--- src/rtl/regfile_dump_if.sv ---
// Controller <-> register file / debug stream bundle.
// The master side is the dump/clear controller.
interface regfile_dump_if;
   logic        Start;
   logic        Mode;
   logic [4:0]  FirstReg;
   logic [4:0]  LastReg;
   logic [31:0] BusA;
   logic [4:0]  RA;
   logic [4:0]  RB;
   logic [4:0]  RW;
   logic [31:0] BusW;
   logic        RegWr;
   logic [31:0] DumpData;
   logic [4:0]  DumpIdx;
   logic        DumpValid;
   logic        DumpReady;
   logic        DumpLast;
   logic        Busy;
   logic        Done;
   logic        RangeErr;

   modport master (
      input  Start, Mode, FirstReg, LastReg, BusA, DumpReady,
      output RA, RB, RW, BusW, RegWr, DumpData, DumpIdx, DumpValid, DumpLast,
             Busy, Done, RangeErr
   );

   modport slave (
      output Start, Mode, FirstReg, LastReg, BusA, DumpReady,
      input  RA, RB, RW, BusW, RegWr, DumpData, DumpIdx, DumpValid, DumpLast,
             Busy, Done, RangeErr
   );
endinterface

--- src/rtl/regfile_dump_ctrl.sv ---
// Register file dump/clear initiator: streams a register range out over
// valid/ready, or writes CLEAR_VALUE across a range one register per cycle.
module regfile_dump_ctrl #(
   parameter int unsigned READ_WAIT   = 1,
   parameter logic [31:0] CLEAR_VALUE = 32'h0
) (
   input logic            Clk,
   input logic            Reset_n,
   regfile_dump_if.master bus
);
   typedef enum logic [2:0] {IDLE, RD_WAIT, RD_VALID, CLR, FIN} state_t;

   localparam logic [2:0] WAIT_END = 3'(READ_WAIT - 1);

   state_t      state, state_n;
   logic [4:0]  idx, idx_n, last, last_n;
   logic [2:0]  wcnt, wcnt_n;
   logic [4:0]  ra, ra_n, rw, rw_n, dump_idx, dump_idx_n;
   logic [31:0] busw, busw_n, dump_data, dump_data_n;
   logic        regwr, regwr_n, dump_valid, dump_valid_n, dump_last, dump_last_n;
   logic        done, done_n, range_err, range_err_n;

   // Every file-facing output is a flop so it is settled before the
   // file's falling-edge write, and drops with the async reset.
   always_ff @(posedge Clk or negedge Reset_n) begin
      if (!Reset_n) begin
         state      <= IDLE;
         idx        <= '0;
         last       <= '0;
         wcnt       <= '0;
         ra         <= '0;
         rw         <= '0;
         busw       <= '0;
         regwr      <= 1'b0;
         dump_data  <= '0;
         dump_idx   <= '0;
         dump_valid <= 1'b0;
         dump_last  <= 1'b0;
         done       <= 1'b0;
         range_err  <= 1'b0;
      end else begin
         state      <= state_n;
         idx        <= idx_n;
         last       <= last_n;
         wcnt       <= wcnt_n;
         ra         <= ra_n;
         rw         <= rw_n;
         busw       <= busw_n;
         regwr      <= regwr_n;
         dump_data  <= dump_data_n;
         dump_idx   <= dump_idx_n;
         dump_valid <= dump_valid_n;
         dump_last  <= dump_last_n;
         done       <= done_n;
         range_err  <= range_err_n;
      end
   end

   always_comb begin
      state_n      = state;
      idx_n        = idx;
      last_n       = last;
      wcnt_n       = wcnt;
      ra_n         = ra;
      rw_n         = rw;
      busw_n       = busw;
      regwr_n      = 1'b0;
      dump_data_n  = dump_data;
      dump_idx_n   = dump_idx;
      dump_valid_n = dump_valid;
      dump_last_n  = dump_last;
      done_n       = 1'b0;
      range_err_n  = 1'b0;
      case (state)
         IDLE: begin
            if (bus.Start) begin
               idx_n  = bus.FirstReg;
               last_n = bus.LastReg;
               wcnt_n = '0;
               if (bus.FirstReg > bus.LastReg) begin
                  state_n     = FIN;
                  done_n      = 1'b1;
                  range_err_n = 1'b1;
               end else if (!bus.Mode) begin
                  state_n = RD_WAIT;
                  ra_n    = bus.FirstReg;
               end else begin
                  // r0 is hardwired in the file, so it is never written
                  state_n = CLR;
                  rw_n    = bus.FirstReg;
                  busw_n  = CLEAR_VALUE;
                  regwr_n = (bus.FirstReg != 5'd0);
               end
            end
         end
         RD_WAIT: begin
            if (wcnt == WAIT_END) begin
               wcnt_n       = '0;
               dump_data_n  = bus.BusA;
               dump_idx_n   = idx;
               dump_last_n  = (idx == last);
               dump_valid_n = 1'b1;
               state_n      = RD_VALID;
            end else begin
               wcnt_n = wcnt + 3'd1;
            end
         end
         RD_VALID: begin
            if (bus.DumpReady) begin
               dump_valid_n = 1'b0;
               if (dump_last) begin
                  state_n = FIN;
                  done_n  = 1'b1;
               end else begin
                  idx_n   = idx + 5'd1;
                  ra_n    = idx + 5'd1;
                  state_n = RD_WAIT;
               end
            end
         end
         CLR: begin
            // index never wraps: stop at last, which may be 31
            if (idx == last) begin
               state_n = FIN;
               done_n  = 1'b1;
            end else begin
               idx_n   = idx + 5'd1;
               rw_n    = idx + 5'd1;
               regwr_n = 1'b1;
            end
         end
         FIN:     state_n = IDLE;
         default: state_n = IDLE;
      endcase
   end

   assign bus.RA        = ra;
   assign bus.RB        = 5'd0;
   assign bus.RW        = rw;
   assign bus.BusW      = busw;
   assign bus.RegWr     = regwr;
   assign bus.DumpData  = dump_data;
   assign bus.DumpIdx   = dump_idx;
   assign bus.DumpValid = dump_valid;
   assign bus.DumpLast  = dump_last;
   assign bus.Busy      = (state != IDLE);
   assign bus.Done      = done;
   assign bus.RangeErr  = range_err;
endmodule

--- src/flat_wrapper.sv ---
// flat-port wrapper written by rule: the top's interface ports become plain ports
module regfile_dump_ctrl_flat 
#(
   parameter int unsigned READ_WAIT   = 1,
   parameter logic [31:0] CLEAR_VALUE = 32'h0
)
  (Clk, Reset_n, bus_Start, bus_Mode, bus_FirstReg, bus_LastReg, bus_BusA, bus_DumpReady, bus_RA, bus_RB, bus_RW, bus_BusW, bus_RegWr, bus_DumpData, bus_DumpIdx, bus_DumpValid, bus_DumpLast, bus_Busy, bus_Done, bus_RangeErr);
  regfile_dump_if bus_i ();
  input logic Clk;
  input logic Reset_n;
  input wire logic [$bits(bus_i.Start)-1:0] bus_Start;
  input wire logic [$bits(bus_i.Mode)-1:0] bus_Mode;
  input wire logic [$bits(bus_i.FirstReg)-1:0] bus_FirstReg;
  input wire logic [$bits(bus_i.LastReg)-1:0] bus_LastReg;
  input wire logic [$bits(bus_i.BusA)-1:0] bus_BusA;
  input wire logic [$bits(bus_i.DumpReady)-1:0] bus_DumpReady;
  output wire logic [$bits(bus_i.RA)-1:0] bus_RA;
  output wire logic [$bits(bus_i.RB)-1:0] bus_RB;
  output wire logic [$bits(bus_i.RW)-1:0] bus_RW;
  output wire logic [$bits(bus_i.BusW)-1:0] bus_BusW;
  output wire logic [$bits(bus_i.RegWr)-1:0] bus_RegWr;
  output wire logic [$bits(bus_i.DumpData)-1:0] bus_DumpData;
  output wire logic [$bits(bus_i.DumpIdx)-1:0] bus_DumpIdx;
  output wire logic [$bits(bus_i.DumpValid)-1:0] bus_DumpValid;
  output wire logic [$bits(bus_i.DumpLast)-1:0] bus_DumpLast;
  output wire logic [$bits(bus_i.Busy)-1:0] bus_Busy;
  output wire logic [$bits(bus_i.Done)-1:0] bus_Done;
  output wire logic [$bits(bus_i.RangeErr)-1:0] bus_RangeErr;
  assign bus_i.Start = bus_Start;
  assign bus_i.Mode = bus_Mode;
  assign bus_i.FirstReg = bus_FirstReg;
  assign bus_i.LastReg = bus_LastReg;
  assign bus_i.BusA = bus_BusA;
  assign bus_i.DumpReady = bus_DumpReady;
  assign bus_RA = bus_i.RA;
  assign bus_RB = bus_i.RB;
  assign bus_RW = bus_i.RW;
  assign bus_BusW = bus_i.BusW;
  assign bus_RegWr = bus_i.RegWr;
  assign bus_DumpData = bus_i.DumpData;
  assign bus_DumpIdx = bus_i.DumpIdx;
  assign bus_DumpValid = bus_i.DumpValid;
  assign bus_DumpLast = bus_i.DumpLast;
  assign bus_Busy = bus_i.Busy;
  assign bus_Done = bus_i.Done;
  assign bus_RangeErr = bus_i.RangeErr;
  regfile_dump_ctrl #(.READ_WAIT(READ_WAIT), .CLEAR_VALUE(CLEAR_VALUE)) u_core (.Clk(Clk), .Reset_n(Reset_n), .bus(bus_i));
endmodule
--- config.mk ---
export PLATFORM = sky130hd
export DESIGN_NAME = regfile_dump_ctrl_flat
export DESIGN_NICKNAME = d
export VERILOG_FILES = /design/src/rtl/regfile_dump_if.sv /design/src/rtl/regfile_dump_ctrl.sv /design/src/flat_wrapper.sv
export SDC_FILE = /design/constraint.sdc
export NUM_CORES = 1
export LEC_CHECK = 0
export ABC_AREA = 1
export BUFFER_PORTS_ARGS = -buffer_cell sky130_fd_sc_hd__buf_2
export CAP_MARGIN = 0
export CORE_ASPECT_RATIO = 0.5
export CORE_MARGIN = 5
export CORE_UTILIZATION = 40
export CTS_BUF_LIST = sky130_fd_sc_hd__clkbuf_2 sky130_fd_sc_hd__clkbuf_4 sky130_fd_sc_hd__clkbuf_8
export CTS_CLUSTER_DIAMETER = 40
export DETAILED_ROUTE_END_ITERATION = 16
export PLACE_DENSITY = 0.68
export SYNTH_ARGS = -nofsm -noshare
export SYNTH_HDL_FRONTEND = slang
export SYNTH_SLANG_ARGS = --single-unit
--- constraint.sdc ---
create_clock -name Clk -period 1.8 [get_ports Clk]
set_input_delay 0.27 -clock Clk [delete_from_list [all_inputs] [get_ports Clk]]
set_output_delay 0.27 -clock Clk [all_outputs]
set_load 0.02 [all_outputs]
==> impl_metrics.xml <==
<?xml version="1.0" encoding="UTF-8"?>
<metrics>
  <group name="status">
    <metric name="run_status" unit="">complete, no violations</metric>
  </group>
  <group name="floorplanning">
    <metric name="fp.coreArea" unit="mm2">0.00865</metric>
    <metric name="io-pin-count" unit="">137</metric>
    <metric name="die-width" unit="um">143</metric>
    <metric name="num_rows" unit="">24</metric>
    <metric name="die_area" unit="mm2">0.0109</metric>
    <metric name="fp.dieH" unit="um">76.4</metric>
    <metric name="floorplan.initialDensity" unit="%">40.8</metric>
  </group>
  <group name="drt">
    <metric name="drc" unit="">0</metric>
    <metric name="drt_iter0_drc" unit="">189</metric>
    <metric name="drt.antenna.violating_nets" unit="">0</metric>
    <metric name="routed_wire_length_per_instance" unit="um">12.5</metric>
    <metric name="via_count" unit="">2953</metric>
    <metric name="route.detailed.vias_per_inst" unit="">4.41</metric>
    <metric name="routed_wl" unit="um">8340</metric>
    <metric name="detailedRoute.firstPassIterationCount" unit="">4</metric>
  </group>
  <group name="synthesis">
    <metric name="synth-async-reset-ratio" unit="%">100</metric>
    <metric name="ys.flop_type" unit="">dfrtp_1</metric>
    <metric name="synth_seq_area_share" unit="%">48.3</metric>
    <metric name="synth-seq-cells" unit="">68</metric>
    <metric name="synth_edf_count" unit="">0</metric>
    <metric name="synth_top_cells_by_count" unit="">194 x nand2_1, 68 x dfrtp_1, 38 x buf_4</metric>
    <metric name="ys_types" unit="">29</metric>
    <metric name="syn_area" unit="mm2">0.00352</metric>
    <metric name="synth_top_area_share" unit="%">48.3</metric>
    <metric name="yosysWarningCount" unit="">0</metric>
    <metric name="postSynthCellCount" unit="">435</metric>
    <metric name="synth.most_common_cell" unit="">nand2_1</metric>
    <metric name="post_synth.cell_area_avg" unit="um2">8.10</metric>
    <metric name="ys_top_cells_by_area" unit="">dfrtp_1 48%, nand2_1 21%, buf_4 8.1%</metric>
    <metric name="post-synth-top-area-cell" unit="">dfrtp_1</metric>
  </group>
  <group name="setup_path">
    <metric name="timing.rr.start" unit="">u_core.idx[2]</metric>
    <metric name="setup.worst_path.start_class" unit="">flop</metric>
    <metric name="reg2reg_depth" unit="">8</metric>
    <metric name="reg2reg_slack" unit="ns">0.18</metric>
    <metric name="end_kind" unit="">flop</metric>
    <metric name="critical_path_buf_inv_count" unit="">1</metric>
    <metric name="critPathSlowestCell" unit="">dfrtp_1</metric>
    <metric name="crit_arrival" unit="ns">1.88</metric>
    <metric name="slowest_delay" unit="ns">0.45</metric>
    <metric name="cp_data_required_time" unit="ns">2.06</metric>
    <metric name="worst-setup-path-type" unit="">flop to flop</metric>
    <metric name="crit_path_max_fanout" unit="">9</metric>
    <metric name="critical_path.top_delay_family" unit="">simple AND/OR/NAND/NOR gates</metric>
    <metric name="crit_top_cell" unit="">nand2_1</metric>
    <metric name="worstReg2RegEnd" unit="">u_core.idx[2]</metric>
    <metric name="cp_cell_sequence" unit="">inv_1 &gt; nand2_1 &gt; nand2_1 &gt; nor2_1 &gt; nand4_4 &gt; nand2_2 &gt; nand2_1 &gt; o21ai_1</metric>
    <metric name="timing.critical_path.from" unit="">u_core.idx[2]</metric>
  </group>
  <group name="finish">
    <metric name="fill_count" unit="">874</metric>
    <metric name="insertedDiodeCount" unit="">0</metric>
    <metric name="syn2layout_area_growth" unit="%">21.1</metric>
    <metric name="instances_no_fill" unit="">670</metric>
    <metric name="area_used_by_multi_input_combinational_logic" unit="mm2">0.00150</metric>
    <metric name="final_layout_size_suffix_gt1_share" unit="%">26.0</metric>
    <metric name="area.sequential" unit="mm2">0.00170</metric>
    <metric name="fin_nets" unit="">604</metric>
  </group>
  <group name="clock_tree">
    <metric name="tritoncts" unit="">built</metric>
    <metric name="clock_latency_at_the_later_pin_of_the_worst_skew_pair" unit="ns">0.34</metric>
    <metric name="clock_sink_count" unit="">68</metric>
    <metric name="clock_tree.buffer_depth" unit="">2</metric>
    <metric name="htree_num_levels" unit="">3</metric>
    <metric name="clk_pin_slew_worst_paths" unit="ns">0.07</metric>
    <metric name="cts-root-buf" unit="">clkbuf_8</metric>
    <metric name="cts-buffers-inserted" unit="">9</metric>
    <metric name="cts_resized" unit="">0</metric>
  </group>
  <group name="sta">
    <metric name="fin_worst_skew" unit="ns">0.00767</metric>
    <metric name="final-max-slew-violation-count" unit="">0</metric>
    <metric name="fin_hold_ws" unit="ns">0.116</metric>
    <metric name="hold_viol_final" unit="">0</metric>
    <metric name="maxClockFrequency" unit="GHz">0.619</metric>
    <metric name="grt_setup_unrepaired" unit="">no</metric>
    <metric name="setup_violations" unit="">0</metric>
    <metric name="finalCritPeriodShare" unit="%">89.8</metric>
    <metric name="setup_tns" unit="ns">0</metric>
    <metric name="timing_worst_slew_pin_value" unit="ns">0.597</metric>
    <metric name="slew_headroom" unit="%">60.2</metric>
    <metric name="finalCriticalPeriod" unit="ns">1.62</metric>
  </group>
  <group name="place">
    <metric name="port_buffers" unit="">99</metric>
    <metric name="place.detailed.hpwl" unit="um">6510</metric>
    <metric name="finalWeightedCongestion" unit="">0.852</metric>
    <metric name="number_of_placed_instances_with_taps_included" unit="">654</metric>
  </group>
  <group name="min_path">
    <metric name="min_delay_worst_endpoint" unit="">u_core.bus.DumpData[15]</metric>
    <metric name="whs_path_depth" unit="">3</metric>
    <metric name="worstHoldPathType" unit="">input port to flop</metric>
    <metric name="min-delay-start" unit="">bus_BusA[15]</metric>
  </group>
  <group name="global_routing">
    <metric name="grt_pass1_wl" unit="um">13400</metric>
    <metric name="grt-ovfl-total" unit="">0</metric>
    <metric name="total_routing_usage_gr" unit="%">15.2</metric>
    <metric name="antenna_violations_before_repair" unit="">0</metric>
    <metric name="maximum_number_of_pins_on_one_net_before_global_route_repair" unit="">28</metric>
    <metric name="first_global_vias" unit="">2727</metric>
  </group>
  <group name="flow_run">
    <metric name="cap_violations" unit="">0</metric>
  </group>
  <group name="power">
    <metric name="irDropWorstVdd" unit="uV">612</metric>
    <metric name="leakage_power_summed_over_all_cells" unit="nW">2.47</metric>
    <metric name="power_density" unit="mW/mm2">1800</metric>
  </group>
</metrics>
[through the flow]
step	total power, W	setup slack [ns]	instance area, um2	utilization (%)
after CTS	0.00774	0.206	4270	49.4
after global routing	0.00829	0.0151	4270	49.4
final	0.00767	0.183	4270	49.4
after global placement	0.00641	0.193	4070	47.0
after floorplan	0.00531	0.324	3660	-
after detailed placement	0.00649	0.145	4070	47.0
[cell usage in the layout (no fill, tap or decap), types with 5 or more instances in the layout]
| cell type | instances |
|---|---|
| dfrtp_1 | 68 |
| buf_4 | 11 |
| nand3_1 | 13 |
| conb_1 | 37 |
| o21ai_1 | 8 |
| nand2_1 | 194 |
| nor2_1 | 11 |
| xor2_1 | 5 |
| clkbuf_8 | 10 |
| nand4_1 | 5 |
| inv_1 | 29 |
| buf_2 | 99 |
| o21ai_0 | 23 |
| ha_1 | 8 |
[where the power goes]
part	internal (W)	total [W]	switching (W)
combinational	0.00121	0.00380	0.00259
sequential	0.00222	0.00265	0.000424
clock	0.000662	0.00123	0.000563
[metal layers]
layer  vias to the layer above  wire, um  global-route usage, %
li1                       1505         -                      -
met1                      1324      3710                   20.4
met2                       107      3790                   23.4
met3                        17       666                   4.64
met4                         0       174                   5.22
met5                         -         0                      0
[layout make-up]
type | count | share of cell area (%)
flip-flops and latches | 68 | 39.9
multi-input cells | 325 | 35.1
repair buffers | 112 | 14.2
well taps | 117 | 3.43
clock buffers | 10 | 3.22
inverters | 33 | 2.90
clock inverters | 5 | 1.23
[how the worst max path moves through the flow]
stage                             endpoint  slack, ns  depth (start not counted)
after floorplan           u_core.bus.RW[3]       0.32                          8
after global placement    u_core.bus.RW[4]       0.19                         10
final                        u_core.idx[2]       0.18                          8
after global routing         u_core.idx[2]       0.02                          8
after detailed placement  u_core.bus.RW[4]       0.14                         10
after CTS                 u_core.bus.RA[2]       0.21                          9
[flip-flops by register name, indices dropped and copies added, names as in the netlist]
register	cells
u_core.bus.DumpLast	1
u_core.bus.RA	5
u_core.bus.RW	5
u_core.wcnt	3
u_core.bus.RangeErr	1
u_core.bus.DumpIdx	5
u_core.state	3
u_core.bus.RegWr	1
u_core.last	5
u_core.bus.DumpValid	1
u_core.idx	5
u_core.bus.DumpData	32
u_core.bus.Done	1
[kinds of logic (layout without fill, tap and decap cells)]
logic type	after synthesis	after routing	synth area share (%)
xor gates and xnor gates	6	6	1.49
buffers and inverters	78	160	13.0
adders and majority gates	8	8	2.84
muxes	1	1	0.284
DFF	68	68	48.3
and+or+nand+nor	237	237	28.5
other	1	37	0.106
AOI/OAI and AO/OA	36	36	5.43
[worst register-to-register path: stages, from the launching register on]
cell     delay [ns]
dfrtp_1        0.45
inv_1          0.08
nand2_1        0.06
nand2_1        0.05
nor2_1         0.30
nand4_4        0.23
nand2_2        0.22
nand2_1        0.07
o21ai_1        0.07
[timing repair]
| action | 4_1_cts | 5_1_grt |
|---|---|---|
| endpoints found under the hold margin | 21 | 0 |
| setup buffers | 0 | 0 |
| hold buffers | 1 | 0 |
| endpoints found under the setup margin | 0 | 0 |
(Power assumes the default switching activity.)
